[config.mk]
export PLATFORM = sky130hd
export DESIGN_NAME = byte_serializer
export DESIGN_NICKNAME = d
export VERILOG_FILES = /design/src/rtl/byte_serializer.sv
export SDC_FILE = /design/constraint.sdc
export NUM_CORES = 1
export LEC_CHECK = 0
export ABC_CLOCK_PERIOD_IN_PS = 1510
export BUFFER_PORTS_ARGS = -buffer_cell sky130_fd_sc_hd__buf_2
export CAP_MARGIN = 20
export CORE_MARGIN = 3
export CORE_UTILIZATION = 52
export DETAILED_ROUTE_END_ITERATION = 10
export GPL_TIMING_DRIVEN = 0
export PLACE_DENSITY = 0.75
export SYNTH_ARGS = -nofsm -noshare
export SYNTH_HDL_FRONTEND = slang
export SYNTH_SLANG_ARGS = --single-unit
[constraint.sdc]
create_clock -name clk_100M -period 1.51 [get_ports clk_100M]
set_input_delay 0.0755 -clock clk_100M [delete_from_list [all_inputs] [get_ports clk_100M]]
set_output_delay 0.0755 -clock clk_100M [all_outputs]
set_load 0.02 [all_outputs]
[src/rtl/byte_serializer.sv]
// byte_serializer: parallel-in MSB-first serial transmitter with frame/done strobes; `define SERIALIZER_PARITY_EN appends an even-parity bit
module byte_serializer #(
  parameter int DATA_W  = 8,
  parameter int CLK_DIV = 4
) (
  input  logic              clk_100M,
  input  logic              rst,
  input  logic [DATA_W-1:0] data_in,
  input  logic              load_valid,
  output logic              load_ready,
  output logic              ser_out,
  output logic              ser_en,
  output logic              frame,
  output logic              busy,
  output logic              done
);
  localparam int PW = (CLK_DIV > 1) ? $clog2(CLK_DIV) : 1;
  localparam int BW = $clog2(DATA_W + 1);
  localparam logic [PW-1:0] PH_LAST = PW'(CLK_DIV - 1);
  localparam logic [BW-1:0] BIT_LAST = BW'(DATA_W - 1);
`ifdef SERIALIZER_PARITY_EN
  typedef enum logic [1:0] {IDLE, SHIFT, PARITY, DONE} state_t;
`else
  typedef enum logic [1:0] {IDLE, SHIFT, DONE} state_t;
`endif
  state_t            state_q, state_d;
  logic [DATA_W-1:0] shift_q, shift_d;
  logic [BW-1:0]     bit_q, bit_d;
  logic [PW-1:0]     phase_q, phase_d;
  logic              ser_out_q, ser_out_d;
  logic              ser_en_q, ser_en_d;
  logic              frame_q, frame_d;
  logic              busy_q, busy_d;
  logic              done_q, done_d;
  logic              wrap;
`ifdef SERIALIZER_PARITY_EN
  logic              par_q, par_d;
`endif
  assign load_ready = state_q == IDLE;
  assign ser_out    = ser_out_q;
  assign ser_en     = ser_en_q;
  assign frame      = frame_q;
  assign busy       = busy_q;
  assign done       = done_q;
  assign wrap       = phase_q == PH_LAST;
  // next state, then outputs decoded from the state being entered so they register in step with it
  always_comb begin
    state_d = state_q;
    shift_d = shift_q;
    bit_d   = bit_q;
    phase_d = phase_q;
`ifdef SERIALIZER_PARITY_EN
    par_d   = par_q;
`endif
    case (state_q)
      IDLE: if (load_valid) begin
        state_d = SHIFT;
        shift_d = data_in;
        bit_d   = '0;
        phase_d = '0;
`ifdef SERIALIZER_PARITY_EN
        par_d   = ^data_in;
`endif
      end
      SHIFT: begin
        phase_d = wrap ? '0 : phase_q + 1'b1;
        if (wrap) begin
          shift_d = {shift_q[DATA_W-2:0], 1'b0};
          bit_d   = bit_q + 1'b1;
`ifdef SERIALIZER_PARITY_EN
          if (bit_q == BIT_LAST) state_d = PARITY;
`else
          if (bit_q == BIT_LAST) state_d = DONE;
`endif
        end
      end
`ifdef SERIALIZER_PARITY_EN
      PARITY: begin
        phase_d = wrap ? '0 : phase_q + 1'b1;
        if (wrap) state_d = DONE;
      end
`endif
      DONE: state_d = IDLE;
      default: state_d = IDLE;
    endcase
`ifdef SERIALIZER_PARITY_EN
    ser_out_d = (state_d == PARITY) ? par_d : (state_d == SHIFT) & shift_d[DATA_W-1];
    frame_d   = state_d == SHIFT || state_d == PARITY;
`else
    ser_out_d = (state_d == SHIFT) & shift_d[DATA_W-1];
    frame_d   = state_d == SHIFT;
`endif
    ser_en_d = frame_d && phase_d == '0;
    busy_d   = state_d != IDLE;
    done_d   = state_d == DONE;
  end
  // state, datapath and registered outputs; reset aborts any word in flight
  always_ff @(posedge clk_100M or posedge rst) begin
    if (rst) begin
      state_q   <= IDLE;
      shift_q   <= '0;
      bit_q     <= '0;
      phase_q   <= '0;
      ser_out_q <= 1'b0;
      ser_en_q  <= 1'b0;
      frame_q   <= 1'b0;
      busy_q    <= 1'b0;
      done_q    <= 1'b0;
    end else begin
      state_q   <= state_d;
      shift_q   <= shift_d;
      bit_q     <= bit_d;
      phase_q   <= phase_d;
      ser_out_q <= ser_out_d;
      ser_en_q  <= ser_en_d;
      frame_q   <= frame_d;
      busy_q    <= busy_d;
      done_q    <= done_d;
    end
  end
`ifdef SERIALIZER_PARITY_EN
  // parity of the word as latched at the handshake
  always_ff @(posedge clk_100M or posedge rst) begin
    if (rst) par_q <= 1'b0;
    else par_q <= par_d;
  end
`endif
endmodule

==> impl_results.md <==
- Setup violators final: 0
- Sequential power share: 0.441
- TritonRoute pass-1 iters: 4
- CTS root buf: clkbuf_4
- Pleak: 0.000554 uW
- DRC violations left: 0
- Combinational group share of total power: 0.419
- Fin crit share: 0.934
- Layout cell share with drive strength beyond 1: 0.277
- # rows: 14
- Crit path kind: reg2reg
- Starting Density: 0.586
- Final Util: 0.743
- Synthesized Nets: 97
- Slew Viols, Final: 0
- H-Tree Depth: 1
- Synth async-reset ratio: 1.00
- Synth cell count leaders: dfrtp_1, nand2_1, o21ai_0
- Count leader, synth: dfrtp_1
- Ant diodes: 0
- CP max FO: 10
- Die ar.: 2340 um^2
- RSZ-0062 raised after global routing: no
- Worst setup EP type: register
- Clk slew on worst S/H paths: 130 ps
- # port buffers: 16
- CTS tree: yes
- Largest family of logic cells by synthesized area: compound AO/OA/AOI/OAI gates
- Dpl cells: 124
- Largest net degree at the start of global routing: 22
- Die X: 48.4 um
- Chip height: 48.4 um
- Adder-cell share of the synthesized area: 0.0268
- Vias: 722
- Mux cell area share after synthesis: 0.0228
- Placeable Area: 1590 um^2
- Peak supply drop: 0.914 mV
- Post-detail-place hpwl: 1180 um
- Worst Tran Pin Value: 757 ps
- Final wirelength: 1760 um
- Sw Pwr: 711 uW
- Top-area cell type share of the netlist area: 0.562
- Compound-cell area share of the yosys netlist: 0.187
- Number of global-route vias before repair: 713
- Overflow after GRT: 0
- Final ANT Viol Nets: 0
- CP Launch Type: register
- Critical Path RT: 1720 ps
- Leading area contributor after synthesis: dfrtp_1
- Post-Synth XOR/XNOR Area: 0
- Final worst slack: 99.7 ps
- Cell Area, Synth: 935 um^2
- Number of CTS-inserted buffers: 3
- Setup WS pre-CTS: -13.5 ps
- Max-cap viol count: 0
- Ports: 17
- Final Power: 1980 uW
- Global-route wire length before repair: 3150 um
- Clock Path Buffers: 2
- Top cells by area, synth: dfrtp_1, a22oi_1, a22o_1
- Avg Cell Area, Syn: 11.1 um^2
- Area growth syn-to-layout: 26.8%
- Layout Skew: 12.4 ps
- Final hold violation count: 0
- Hold WC Path Type: in2reg
- #FFs+latches synth: 21
- Status: finished, final reports clean
- Relative slew slack: 0.495
- Num Clock Sinks: 21
- Via density: 5.31
- Clk pwr share: 0.140
- Pwr Density: 1670 nW/um^2
- Crit path DAT: 1620 ps
- Count of different cell masters after synthesis: 32
- Routed len/inst: 13.0 um
- Syn Inst Count: 84
- Fin nets: 126
- Gr usage total: 0.169
- Sequential fraction of the synthesis area: 0.562
- DR iter-0 viols: 16
- Fmax achieved: 0.709 GHz
- Setup_tns: 0 ps
- Clk_lat worst skew: 310 ps
- Initial antenna violation count: 0
- Pint: 1270 uW
- Synthesis Warnings: 0
- Final min period: 1410 ps
- Switching portion of total power: 0.359
- Cell Count, Final, Fillers Out: 136
- EDFF count, synth: 0
- Ys flop type: dfrtp_1
- Final RePlAce weighted congestion: 0.751
- Simple-gate share of the synthesized area: 0.155
## cell families (layout without fill, tap and decap cells)
logic type / after synthesis / after routing
adders and majority gates: 2 / 2
AOI/OAI and AO/OA: 25 / 25
DFF: 21 / 21
and+or+nand+nor: 27 / 27
buffers and inverters: 7 / 35
muxes: 2 / 2
## per-stage QoR
stage / hold slack [ps] / cell area (um^2)
6_report: 67.0 / 1180
5_1_grt: 82.6 / 1180
4_1_cts: 69.5 / 1160
3_5_place_dp: 250 / 1040
3_3_place_gp: 241 / 1040
2_1_floorplan: 52.0 / 935
## power by group through the flow
stage,Sequential (uW),Clock (uW),Combinational (uW)
2_1_floorplan,882,0,556
3_3_place_gp,860,0,726
3_5_place_dp,870,0,748
4_1_cts,859,286,776
5_1_grt,898,316,938
6_report,873,278,831
## critical path, cell delays in order, from the launching register on
cell and delay (ps):
dfrtp_1 400, buf_6 140, mux2i_4 190, or2_2 320
mux2_2 270
## cell usage in the layout, fill, tap and decap left out, types with 2 or more instances in the layout
cell           count
a21oi_1            2
a22o_1             4
a22oi_1            6
buf_2             18
buf_6              2
clkbuf_4           3
dfrtp_1           21
dlygate4sd3_1      8
inv_1              2
nand2_1            9
nor2_1             4
nor3_1             2
nor4_1             2
o21ai_0            7
## area by class of cell
cell class                 instances  area (um^2)
buffer                             4         32.5
clock buffer                       3         22.5
clock inverter                     1         7.51
fill                             121          409
inverter                           2         7.51
multi-input combinational         56          392
sequential                        21          526
tap                               24         30.0
timing repair buffer              25          168
## routing by layer
layer  wire [um]  up-vias  global-route usage
met5           0        -                   0
met4          15        0              0.0427
met3          58        4              0.0307
met2         883       17               0.289
met1         804      339               0.224
li1            -      362                   -
## timing repair
action                                  in CTS  in global routing
setup buffers                                0                  1
endpoints found under the hold margin       28                  0
resized for setup                            2                  4
hold buffers                                 8                  0
gates cloned                                 0                  0
endpoints found under the setup margin       2                 13
## path summary, 6_finish.rpt
kind	from	endpoint	slack [ps]	depth (start not counted)
hold reg to reg	shift_q[7]	shift_q[7]	510	1
setup / recovery	state_q[0]	bit_q[0]	100	4
min in group asynchronous	rst	done	430	3
hold / removal	data_in[7]	shift_q[7]	70	3
setup reg to reg	state_q[0]	bit_q[0]	100	4
max in group asynchronous	rst	shift_q[6]	590	3
## registers in the layout (all words and copies together), names as in the netlist
| signal | count |
|---|---|
| frame | 1 |
| busy | 1 |
| bit_q | 4 |
| done | 1 |
| ser_out | 1 |
| state_q | 2 |
| shift_q | 8 |
| ser_en | 1 |
| phase_q | 2 |
Power figures use the tool's default switching activity.
